$ cat src/rtl/wb_stage_pkg.sv
// Shared constants for the write-back stage: datapath width,
// RV64I load funct3 encodings and the retired-counter reset value.
package wb_stage_pkg;

  localparam int XLEN      = 64;
  localparam int INSTRET_W = 64;

  localparam logic [INSTRET_W-1:0] INSTRET_RST = '0;

  localparam logic [2:0] LB  = 3'b000;
  localparam logic [2:0] LH  = 3'b001;
  localparam logic [2:0] LW  = 3'b010;
  localparam logic [2:0] LD  = 3'b011;
  localparam logic [2:0] LBU = 3'b100;
  localparam logic [2:0] LHU = 3'b101;
  localparam logic [2:0] LWU = 3'b110;

endpackage

$ cat src/rtl/wb_stage_load_align.sv
// Load formatter: picks the naturally aligned lane and sign/zero extends.
// Ports: funct3_i, addr_lo_i, data_i (raw doubleword) -> data_o.
module load_align
  import wb_stage_pkg::*;
(
  input  logic [2:0]      funct3_i,
  input  logic [2:0]      addr_lo_i,
  input  logic [XLEN-1:0] data_i,
  output logic [XLEN-1:0] data_o
);

  logic [2:0]      off;
  logic [XLEN-1:0] lane;

  // Low offset bits are dropped so the lane is always naturally aligned.
  always_comb begin
    off = 3'd0;
    unique case (funct3_i)
      LB, LBU: off = addr_lo_i;
      LH, LHU: off = {addr_lo_i[2:1], 1'b0};
      LW, LWU: off = {addr_lo_i[2], 2'b00};
      default: off = 3'd0;
    endcase
  end

  assign lane = data_i >> {off, 3'b000};

  always_comb begin
    data_o = '0;
    unique case (funct3_i)
      LB:  data_o = {{(XLEN-8){lane[7]}}, lane[7:0]};
      LH:  data_o = {{(XLEN-16){lane[15]}}, lane[15:0]};
      LW:  data_o = {{(XLEN-32){lane[31]}}, lane[31:0]};
      LD:  data_o = data_i;
      LBU: data_o = {{(XLEN-8){1'b0}}, lane[7:0]};
      LHU: data_o = {{(XLEN-16){1'b0}}, lane[15:0]};
      LWU: data_o = {{(XLEN-32){1'b0}}, lane[31:0]};
      default: data_o = '0;
    endcase
  end

endmodule

$ cat src/rtl/wb_stage.sv
// Write-back stage: one-entry slot feeding the regfile write port,
// the bypass network and the retired-instruction counter.
// Ports: clk/rst/flush/hold, MEM handshake + fields, rd_* write port,
// fwd_* bypass, instret_o.
module wb_stage #(
  parameter int XLEN      = 64,
  parameter int INSTRET_W = 64
) (
  input  logic                 clk_sys_i,
  input  logic                 rst_n_i,
  input  logic                 flush_i,
  input  logic                 wb_hold_i,
  input  logic                 mem_valid_i,
  output logic                 mem_ready_o,
  input  logic [4:0]           mem_rd_addr_i,
  input  logic                 mem_rd_wen_i,
  input  logic                 mem_is_load_i,
  input  logic [2:0]           mem_funct3_i,
  input  logic [2:0]           mem_addr_lo_i,
  input  logic [XLEN-1:0]      mem_alu_result_i,
  input  logic [XLEN-1:0]      mem_load_data_i,
  output logic [4:0]           rd_addr_o,
  output logic                 rd_wen_o,
  output logic [XLEN-1:0]      result_o,
  output logic                 fwd_valid_o,
  output logic [4:0]           fwd_addr_o,
  output logic [XLEN-1:0]      fwd_data_o,
  output logic [INSTRET_W-1:0] instret_o
);

  logic                 valid_q, valid_d;
  logic                 rd_wen_q;
  logic [4:0]           rd_addr_q;
  logic [XLEN-1:0]      result_q;
  logic [INSTRET_W-1:0] instret_q;
  logic [XLEN-1:0]      ld_fmt;
  logic [XLEN-1:0]      res_d;
  logic                 capture;
  logic                 retire;
  logic                 rd_nz;

  load_align u_align (
    .funct3_i  (mem_funct3_i),
    .addr_lo_i (mem_addr_lo_i),
    .data_i    (mem_load_data_i),
    .data_o    (ld_fmt)
  );

  assign mem_ready_o = !valid_q || !wb_hold_i;
  assign capture = mem_valid_i && mem_ready_o && !flush_i;
  assign retire  = valid_q && !wb_hold_i && !flush_i;
  assign rd_nz   = (rd_addr_q != 5'd0);
  assign res_d   = mem_is_load_i ? ld_fmt : mem_alu_result_i;

  // Flush beats capture, capture beats the retire-clear.
  always_comb begin
    valid_d = valid_q;
    if (flush_i)      valid_d = 1'b0;
    else if (capture) valid_d = 1'b1;
    else if (retire)  valid_d = 1'b0;
  end

  always_ff @(posedge clk_sys_i or negedge rst_n_i) begin
    if (!rst_n_i) begin
      valid_q   <= 1'b0;
      rd_wen_q  <= 1'b0;
      rd_addr_q <= 5'd0;
      result_q  <= '0;
      instret_q <= INSTRET_W'(wb_stage_pkg::INSTRET_RST);
    end else begin
      valid_q <= valid_d;
      if (capture) begin
        rd_wen_q  <= mem_rd_wen_i;
        rd_addr_q <= mem_rd_addr_i;
        result_q  <= res_d;
      end
      if (retire) instret_q <= instret_q + INSTRET_W'(1);
    end
  end

  assign rd_addr_o   = rd_addr_q;
  assign result_o    = result_q;
  assign rd_wen_o    = retire && rd_wen_q && rd_nz;
  assign fwd_valid_o = valid_q && rd_wen_q && rd_nz;
  assign fwd_addr_o  = rd_addr_q;
  assign fwd_data_o  = result_q;
  assign instret_o   = instret_q;

endmodule

$ cat config.mk
export PLATFORM = sky130hd
export DESIGN_NAME = wb_stage
export DESIGN_NICKNAME = d
export VERILOG_FILES = /design/src/rtl/wb_stage_pkg.sv /design/src/rtl/wb_stage_load_align.sv /design/src/rtl/wb_stage.sv
export SDC_FILE = /design/constraint.sdc
export NUM_CORES = 1
export LEC_CHECK = 0
export CAP_MARGIN = 20
export CORE_UTILIZATION = 33
export CTS_CLUSTER_SIZE = 30
export DETAILED_ROUTE_END_ITERATION = 7
export GPL_ROUTABILITY_DRIVEN = 0
export PLACE_DENSITY = 0.72
export SYNTH_ARGS = -nofsm -noshare
export SYNTH_HDL_FRONTEND = slang
export SYNTH_SLANG_ARGS = --single-unit
$ cat constraint.sdc
create_clock -name clk_sys_i -period 2.19 [get_ports clk_sys_i]
set_input_delay 0.438 -clock clk_sys_i [delete_from_list [all_inputs] [get_ports clk_sys_i]]
set_output_delay 0.438 -clock clk_sys_i [all_outputs]
set_load 0.01 [all_outputs]
Word level (Yosys, flattened, before mapping)
Index checks and enable logic that the tools add are counted.

Shift-type cells: 1. Muxes and demuxes: 6. Add/subtract/negate cells: 1. Equality and inequality tests: 6. Reductions and logical operators: 18.

Operators with widths (count): 64-bit one-hot mux with 7 select lines (1); 64-bit by 1-bit adder with 64-bit output, second input constant (1); 64-bit 2-to-1 mux (1); 64-bit by 6-bit >> shifter with 32-bit output (1); 3-bit == test, second input constant (3); 3-bit one-hot mux with 3 select lines (1); 1-bit logical AND (8); 3-bit by 2-bit == test with 1-bit output, second input constant (2); 2-bit OR reduction (3); 5-bit nonzero test (1); 3-bit by 1-bit == test with 1-bit output, second input constant (1); 1-bit logical NOT (3); 3-bit logical NOT (1); 1-bit 2-to-1 mux (3); 3-bit nonzero test (1); 1-bit logical OR (1).

Output and inout port bits: 205. Word-level logic and storage cells: 37. Bits in registers: 135. Input bits: 146.

Depth between registers and ports, before layout
Gate-level depths: netlist (run 1).

Word-level depth: 6. Depth in mapped cells: 10.

Cells and area by module
A second synthesis (run 1) with hierarchy kept.

Cell total of the unflattened synthesis: 1002. Area total of the unflattened synthesis: 8863.5 sq um.

Modules (own cells, without submodules): wb_stage (area an instance 6662.6 sq um, cells an instance 652, sequential area each 3378.2 sq um, instances 1); load_align (area an instance 2200.9 sq um, cells an instance 350, sequential area each 0.0 sq um, instances 1).

Least setup slack after synthesis (run 1)
No wires, ideal clock.

Path kind: input to register. Start: input mem_funct3_i[0]. End: register result_q[34], in the netlist fwd_data_o[34]. Setup time: 0.126 ns. Required time: 2.064 ns. Path slack: -0.099 ns. Arrival: 2.163 ns. Path buffers: 3. Stages on the path: 9. Cell sequence: buf_2 > or3b_1 > buf_2 > a2111oi_4 > nor3_1 > o21a_4 > buf_6 > nor4_1 > nor2_1.

Cells in the longest elaborated chain, start to end: 6.

Ends and longest elaborated chain: start, declared (RTL line wb_stage.sv:18) `input logic [2:0] mem_funct3_i,`; 3-bit by 2-bit == test with 1-bit output, or another cell as far along (RTL line wb_stage_load_align.sv:18, wb_stage_load_align.sv:30); 2-bit OR reduction (RTL line wb_stage_load_align.sv:18) `unique case (funct3_i)`; 3-bit one-hot mux with 3 select lines (RTL line wb_stage_load_align.sv:18); 64-bit by 6-bit >> shifter with 32-bit output (RTL line wb_stage_load_align.sv:26) `assign lane = data_i >> {off, 3'b000};`; 64-bit one-hot mux with 7 select lines (*) (RTL line wb_stage_load_align.sv:30) `unique case (funct3_i)`; 64-bit 2-to-1 mux (*) (RTL line wb_stage.sv:53) `assign res_d = mem_is_load_i ? ld_fmt : mem_alu_result_i;`; end signal, assigned (RTL line wb_stage.sv:75) `result_q <= res_d;`; end, declared (RTL line wb_stage.sv:34) `logic [XLEN-1:0] result_q;`.

Mark *: on every way between the ends. The rest lies on a longest branch, timed or not. A chain may end at the register's enable or synchronous reset.

Worst setup path after layout (run 1)
Start: register rd_addr_q[0], in the netlist fwd_addr_o[0]. End: output rd_wen_o.

Cells in the longest elaborated chain, start to end: 2.

Ends and longest elaborated chain: start, declared (RTL line wb_stage.sv:33) `logic [4:0] rd_addr_q;`; start signal, assigned (RTL line wb_stage.sv:74) `rd_addr_q <= mem_rd_addr_i;`; 5-bit nonzero test (RTL line wb_stage.sv:52) `assign rd_nz = (rd_addr_q != 5'd0);`; 1-bit logical AND (RTL line wb_stage.sv:83) `assign rd_wen_o = retire && rd_wen_q && rd_nz;`; end, declared (RTL line wb_stage.sv:23) `output logic rd_wen_o,`.

Every way passes these cells.

==> results of run 1 <==
-- per-layer routing --
metal | share of wire, % | GRT usage [%] | routed length, um | vias to the layer above
met5 | 0.033 | 0 | 13 | -
met4 | 4.0 | 11.7 | 1580 | 2
met3 | 8.3 | 5.76 | 3250 | 102
met2 | 49 | 44.2 | 19000 | 592
met1 | 39 | 30.5 | 15300 | 4866
li1 | - | - | - | 4613
-- layout by cell type (no fill, tap or decap), types with 6 or more instances in the layout --
master and count:
a31oi_1 17, buf_6 8, nor3b_1 27, nor4_1 13
nor4_4 10, nand4_1 21, and4_1 7, mux2i_1 50
nor3_1 8, o21ai_1 11, o22ai_1 10, inv_6 6
buf_4 116, nand2_1 197, xor2_1 17, and3_1 9
a211o_1 8, clkbuf_16 23, a32oi_1 6, clkdlybuf4s50_1 341
nor2b_1 40, xnor2_1 47, o211ai_1 20, dfrtp_1 135
o21ai_0 33, nand3_1 65, nor2_1 57, a21oi_1 45
inv_1 18, nor4_2 15, buf_12 15, a211oi_1 8
-- cell type report --
class                      count  area, sq um  area share [%]
sequential                   135         3380            22.9
multi-input combinational    815         5320            36.1
timing repair buffer         496         4920            33.4
clock inverter                15          149            1.01
tap                          378          473            3.21
inverter                      18         67.6           0.459
clock buffer                  17          425            2.89
-- flip-flops by register name, summed over array words and instances (netlist names) --
name        flops
instret_o      64
rd_wen_q        1
fwd_data_o     64
valid_q         1
fwd_addr_o      5
-- cell families (layout without fill, tap and decap cells) --
logic type	Yosys count	in the layout	synth area share (%)
xor+xnor	64	64	6.04
simple gates	503	503	27.4
buf+inv	159	546	9.75
fa+ha+maj	1	1	0.135
mux	62	62	7.29
compound gates	185	185	13.0
flops	135	135	36.4
-- through the flow --
stage | cells | setup TNS, ns | setup slack (ns)
2_1_floorplan | 1109 | 0 | 0.00485
4_1_cts | 1860 | -0.0926 | -0.0481
6_report | 1874 | -0.0398 | -0.0233
3_5_place_dp | 1824 | -42.61 | -0.667
3_3_place_gp | 1824 | -41.22 | -0.633
5_1_grt | 1874 | -0.246 | -0.101
-- timing repair --
item | 4_1_cts | 5_1_grt
buffers inserted | 3 | 5
hold buffers | 1 | 0
resized for setup | 31 | 37
pin swaps | 7 | 9
cloned | 0 | 9
endpoints found under the setup margin | 63 | 61
hold endpoints to repair | 46 | 0
-- how the worst min path moves through the flow --
| stage | to | slack [ns] | depth (start not counted) |
|---|---|---|---|
| 2_1_floorplan | fwd_addr_o[0] | 0.14 | 0 |
| 3_3_place_gp | instret_o[3] | 0.42 | 1 |
| 3_5_place_dp | instret_o[3] | 0.42 | 1 |
| 5_1_grt | instret_o[63] | 0.52 | 1 |
| 6_report | instret_o[63] | 0.47 | 1 |
| 4_1_cts | instret_o[63] | 0.47 | 1 |
-- power groups by stage --
stage | sequential (mW) | combinational (mW) | clock, mW
detailed placement | 2.96 | 2.34 | 0
finish | 2.91 | 2.49 | 2.86
global placement | 2.95 | 2.30 | 0
floorplan | 2.95 | 1.08 | 0
CTS | 2.92 | 2.38 | 2.88
global route | 2.93 | 2.65 | 3.00
==> impl_summary.log, run 1 <==
INFO  metric status = finished with violations
INFO  metric drcViolationCount = 0
INFO  metric crit_slowest_cell = or4_1
INFO  metric pin_count_of_the_biggest_net_entering_global_routing = 57
INFO  metric critical_path.reg2reg.startpoint = instret_o[30]
INFO  metric synthesis.area_per_instance = 8.37 sq um
INFO  metric maximum_fanout_encountered_on_the_critical_timing_path = 2
INFO  metric worstRegToRegCells = 7
INFO  metric path_cells = or4_1 > o21ai_1 > buf_4 > nor4_2 > buf_2
INFO  metric io_pins = 351
INFO  metric worst_path_dominant_cell_family = simple AND/OR/NAND/NOR gates
INFO  metric postSynth.topFlopCell = dfrtp_1
INFO  metric internal_power = between 5 and 6 mW
INFO  metric routed_wl = a little under 40 mm
INFO  metric failing_checks = negative setup slack
INFO  metric seq_power_share = about a third
INFO  metric dr.first_iter.drc_count = 915
INFO  metric ff2ff_setup_slack = 0.09 ns
INFO  metric power_frac_clock = 34.6%
INFO  metric area.growth.synth_to_final = 58.8%
INFO  metric netlist.area_leader.share = 36.4%
INFO  metric nNetsFinal = 1630
INFO  metric final_hold_viol_count = 0
INFO  metric post-route-worst-setup-slack = -0.0233 ns
INFO  metric final_cell_area = 0.0147 sq mm
INFO  metric p_sw = 2.69 mW
INFO  metric max-clock-path-buffers = 2
INFO  metric sequential_area_share_after_synthesis = approximately 36%
INFO  metric hpwl = 29.3 mm
INFO  metric crit_arrival = 1.78 ns
INFO  metric netSwitchingFraction = between 30% and 40%
INFO  metric critical_path_depth = 5
INFO  metric worst_skew_pair.late_latency = about 0.42 ns
INFO  metric grt_pass1_wl = 56.0 mm
INFO  metric core = 0.0277 sq mm
INFO  metric combinationalPowerShare = a little under a third
INFO  metric h-tree-depth = 4
INFO  metric regToRegEndpoint = instret_o[50]
INFO  metric drt-vias-per-instance = 5.43
INFO  metric yosys.cell_count.top_type = nand2_1
INFO  metric hold_class = reg2reg
INFO  metric ir_drop = roughly 500 uV
INFO  metric avgRoutedWirePerCell = 20.9 um
INFO  metric die_height = 170 um
INFO  metric die_width = 170 um
INFO  metric gr-total-overflow = 0
INFO  metric critPathLaunchType = flip-flop
INFO  metric yosys_warnings = 0
INFO  metric root_buffer_selected_by_cts = clkbuf_16
INFO  metric antennaDiodeCount = 0
INFO  metric pin_slew_with_the_least_headroom_to_its_limit = 0.502 ns
INFO  metric flip_flop_and_latch_count_after_synthesis = 135
INFO  metric worst_hold_slack = 0.472 ns
INFO  metric setup_repair_after_global_routing_missed_its_margin = yes
INFO  metric worst_setup_hold_path_clk_slew = 0.07 ns
INFO  metric timing.setup.critical_path_class = reg2out
INFO  metric post-route-util = 53.2%
INFO  metric route.vias.total = 10200
INFO  metric drv.max_cap_violation_count = 0
INFO  metric dieArea = 0.0288 sq mm
INFO  metric fill_cells = 2483
INFO  metric worstSetupStartpoint = fwd_addr_o[0]
INFO  metric synth_area_leader_cell = dfrtp_1
INFO  metric synth_async_sr_flop_share = 100%
INFO  metric postPlaceCellArea = 0.0136 sq mm
INFO  metric path_buf_inv = 2
INFO  metric cp_data_required_time = 1.75 ns
INFO  metric period_needed = around 2.2 ns
INFO  metric p_total = just over 8 mW
INFO  metric hold_path_startpoint = instret_o[63]
INFO  metric floorplan.rows = 61
INFO  metric drt_pre_antenna_iters = 5
INFO  metric fin_crit_sh = 101%
INFO  metric initial_core_util = between 30% and 40%
INFO  metric skew = between 0.01 and 0.015 ns
INFO  metric timing.critical_path.slowest_cell_delay = 0.52 ns
INFO  metric layout-drive-gt1-share = 16.6%
INFO  metric timing_max_transition_violations_final = 0
INFO  metric synthesis.nets = 1256
INFO  metric tritoncts_buffer_count = 17
INFO  metric number_of_routed_nets_with_antenna_violations = 0
INFO  metric tritoncts = yes
INFO  metric timing.fmax = 452 MHz
INFO  metric yosys-top-cells-area = dfrtp_1 (36%), nand2_1 (8.0%), mux2i_1 (5.7%)
INFO  metric grt_antenna_before_repair = 1
INFO  metric static-leakage-power = 6.50 nW
INFO  metric buffer_ports.inserted = 350
INFO  metric crit_end = rd_wen_o
INFO  metric grt_pass1_vias = around 9600
INFO  metric synth.top_cells.by_count = nand2_1 (197), dfrtp_1 (135), buf_4 (69)
INFO  metric setup_viol = 2
INFO  metric groute.usage.overall = 25.7%
INFO  metric crit_path_end_kind = primary output
INFO  metric slew_headroom = 66.5%
INFO  metric post_synth_inst_count = 1109
INFO  metric syn_area = 0.00928 sq mm
INFO  metric power_density = around 560 mW/mm^2
INFO  metric cell_variety_after_synth = 60
INFO  metric clock_sinks = between 100 and 150
INFO  metric synth_edf_count = 0
Note: power is estimated with default switching activity, not from simulation.
==> inputs of run 2 (changes only) <==
PLACE_DENSITY = 0.65   (was 0.72)
==> run 2 against run 1 <==
Against the previous run: the flow finishes with violations (negative hold slack, negative setup slack); sequential cell count stayed put; fmax is 0.42% lower; clock power is 5% higher; wire length is 4.3% lower; global-route usage hardly changed; worst setup slack worse by 0.0094 ns; sequential power hardly changed; count of clock-buffer cells in the layout is 1 higher; critical path type unchanged; largest power group is now the clock network; highest routed layer unchanged.
==> impl_summary.log, run 2 (synthesis gave the netlist of run 1 again) <==
INFO  metric timing.setup.critical_path_class = reg2out (unchanged)
INFO  metric drt_pre_antenna_iters = 5 (unchanged)
INFO  metric slew_headroom = 62.0% (was 66.5%)
INFO  metric multiInputGateArea = 0.00528 sq mm (was 0.00532 sq mm)
INFO  metric crit_path_end_kind = primary output (unchanged)
INFO  metric routed_wl = 37.5 mm (was 39.1 mm)
INFO  metric number_of_routed_nets_with_antenna_violations = 0 (unchanged)
INFO  metric status = finished with violations (unchanged)
INFO  metric initial_core_util = 33.5% (unchanged)
INFO  metric crit_arrival = 1.78 ns (about the same)
INFO  metric met2_layer_wire_length_in_the_routed_design = 17.2 mm (was 19.0 mm)
INFO  metric worstRegToRegCells = 7 (unchanged)
INFO  metric final_hold_viol_count = 3 (was 0)
INFO  metric period_needed = 2.22 ns (was 2.21 ns)
INFO  metric tritoncts_buffer_count = 17 (unchanged)
INFO  metric groute.usage.overall = 25.7% (about the same)
INFO  metric timing_max_transition_violations_final = 0 (unchanged)
INFO  metric power_density = 571 mW/mm^2 (was 560 mW/mm^2)
INFO  metric max-clock-path-buffers = 2 (unchanged)
INFO  metric timing.fmax = 450 MHz (was 452 MHz)
INFO  metric final_common_cell = clkdlybuf4s50_1 (unchanged)
INFO  metric ir_drop = 534 uV (was 504 uV)
INFO  metric gr-total-overflow = 0 (unchanged)
INFO  metric tritoncts = yes (unchanged)
INFO  metric static-leakage-power = 6.45 nW (was 6.50 nW)
INFO  metric pin_slew_with_the_least_headroom_to_its_limit = 0.569 ns (was 0.502 ns)
INFO  metric grt_pass1_wl = 56.1 mm (was 56.0 mm)
INFO  metric maximum_fanout_encountered_on_the_critical_timing_path = 2 (unchanged)
INFO  metric critPathLaunchType = flip-flop (unchanged)
INFO  metric netSwitchingFraction = 31.1% (was 32.6%)
INFO  metric post-route-worst-setup-slack = -0.0327 ns (was -0.0233 ns)
INFO  metric die_width = 170 um (unchanged)
INFO  metric hold_class = in2async (was reg2reg)
INFO  metric p_total = 8.33 mW (was 8.26 mW)
INFO  metric highest_layer = met5 (unchanged)
INFO  metric io_pins = 351 (unchanged)
INFO  metric pin_count_of_the_biggest_net_entering_global_routing = 59 (was 57)
INFO  metric worst_setup_hold_path_clk_slew = 0.06 ns (was 0.07 ns)
INFO  metric drt-vias-per-instance = 5.40 (was 5.43)
INFO  metric root_buffer_selected_by_cts = clkbuf_16 (unchanged)
INFO  metric dieArea = 0.0288 sq mm (unchanged)
INFO  metric clock_sinks = 135 (unchanged)
INFO  metric cts_hold_buf = 0 (was 1)
INFO  metric combinationalPowerShare = 29.3% (was 30.2%)
INFO  metric wl_met1 = 15.0 mm (was 15.3 mm)
INFO  metric power_frac_clock = 35.9% (was 34.6%)
INFO  metric fill_cells = 2560 (was 2483)
INFO  metric p_sw = 2.59 mW (was 2.69 mW)
INFO  metric dr.first_iter.drc_count = 955 (was 915)
INFO  metric buffer_ports.inserted = 350 (unchanged)
INFO  metric grt_pass1_vias = 9661 (was 9588)
INFO  metric cp_data_required_time = 1.75 ns (about the same)
INFO  metric die_height = 170 um (unchanged)
INFO  metric drv.max_cap_violation_count = 0 (unchanged)
INFO  metric fin_crit_sh = 101% (about the same)
INFO  metric internal_power = 5.74 mW (was 5.57 mW)
INFO  metric nNetsFinal = 1623 (was 1630)
INFO  metric grt_antenna_before_repair = 5 (was 1)
INFO  metric mostFrequentLayoutCells = clkdlybuf4s50_1 (340), nand2_1 (197), dfrtp_1 (135), buf_4 (117), nand3_1 (65) (was clkdlybuf4s50_1 (341), nand2_1 (197), dfrtp_1 (135), buf_4 (116), nand3_1 (65))
INFO  metric ff_latch_area = 0.00338 sq mm (unchanged)
INFO  metric setup_viol = 2 (unchanged)
INFO  metric avgRoutedWirePerCell = 20.0 um (was 20.9 um)
INFO  metric area.growth.synth_to_final = 57.3% (was 58.8%)
INFO  metric hpwl = 29.2 mm (was 29.3 mm)
INFO  metric route.vias.total = 10100 (was 10200)
INFO  metric worst_hold_slack = -0.00756 ns (was 0.472 ns)
INFO  metric floorplan.rows = 61 (unchanged)
INFO  metric failing_checks = negative hold slack, negative setup slack (was negative setup slack)
INFO  metric skew = 0.00909 ns (was 0.0106 ns)
INFO  metric fin_setup_tns = -0.0378 ns (was -0.0398 ns)
INFO  metric seq_power_share = 34.8% (was 35.2%)
INFO  metric drcViolationCount = 0 (unchanged)
INFO  metric worst_skew_pair.late_latency = 0.43 ns (was 0.42 ns)
INFO  metric core = 0.0277 sq mm (unchanged)
INFO  metric h-tree-depth = 4 (unchanged)
INFO  metric pre_cts_setup_slack = -0.645 ns (was -0.667 ns)
INFO  metric layout-drive-gt1-share = 16.0% (was 16.6%)
INFO  metric setup_repair_after_global_routing_missed_its_margin = yes (unchanged)
INFO  metric met3_length = 3.65 mm (was 3.25 mm)
==> run 2: changes by cell type in the layout (fill, tap and decap cells not counted), moves of 2 or more <==
cell and delta:
inv_8 -3, buf_6 -2, o21ai_1 -3, o21ai_0 +2, nor4_4 -6, nor4_1 +3, buf_12 +3, diode_2 +3
clkinvlp_4 +2, nor4_2 +3, bufinv_16 +2, clkbuf_16 -6, buf_2 -2, nor4bb_4 +2
==> run 2: critical path: stages, from the launching register on <==
cell     delay (ns)
dfrtp_1        0.38
or4_4          0.56
o21ai_4        0.16
buf_6          0.12
nor2_4         0.03
buf_6          0.11
==> run 2: layout make-up <==
type                            instances  area share, %
Clock inverter                         14           1.13
Timing Repair Buffer                  489           32.9
Sequential cell                       135           23.1
Tap cell                              378           3.24
Antenna cell                            3         0.0514
Inverter                               18          0.463
Multi-Input combinational cell        815           36.2
Clock buffer                           18           2.94
==> run 2: layer usage <==
layer | track usage [%] | vias up
li1 | - | 4592
met5 | 0 | -
met1 | 32.2 | 4823
met2 | 41.7 | 593
met4 | 11.0 | 4
met3 | 6.67 | 94
==> run 2: power groups by stage <==
| stage | Clock (mW) | Sequential, mW | Combinational, mW |
|---|---|---|---|
| 2_1_floorplan | 0 | 2.95 | 1.08 |
| 3_3_place_gp | 0 | 2.94 | 2.33 |
| 3_5_place_dp | 0 | 2.94 | 2.37 |
| 4_1_cts | 3.02 | 2.90 | 2.41 |
| 5_1_grt | 3.16 | 2.93 | 2.62 |
| 6_report | 2.99 | 2.90 | 2.44 |
==> run 2: final timing paths <==
| check | from | endpoint | slack, ns |
|---|---|---|---|
| setup / recovery | fwd_addr_o[1] | fwd_valid_o | -0.03 |
| hold / removal | rst_n_i | instret_o[31] | -0.008 |
| setup reg to reg | instret_o[27] | instret_o[54] | 0.14 |
| hold reg to reg | instret_o[63] | instret_o[63] | 0.47 |
| max in group asynchronous | rst_n_i | instret_o[8] | 1.56 |
| min in group clk_sys_i | flush_i | valid_q | 0.36 |
==> run 2: per-stage QoR <==
stage | hold slack, ns | instance area [sq um] | std cells | util [%]
after CTS | 0.00559 | 14500 | 1866 | 52.2
after global placement | 0.456 | 13700 | 1830 | 49.6
after global routing | 0.0263 | 14600 | 1868 | 52.7
after floorplan | 0.142 | 9390 | 1109 | -
after detailed placement | 0.461 | 13700 | 1830 | 49.6
final | -0.00756 | 14600 | 1870 | 52.7
==> run 2: what timing repair did <==
action / 4_1_cts / 5_1_grt
buffers inserted: 5 / 1
pin swaps: 9 / 8
resized for setup: 31 / 24
setup endpoints to repair: 67 / 63
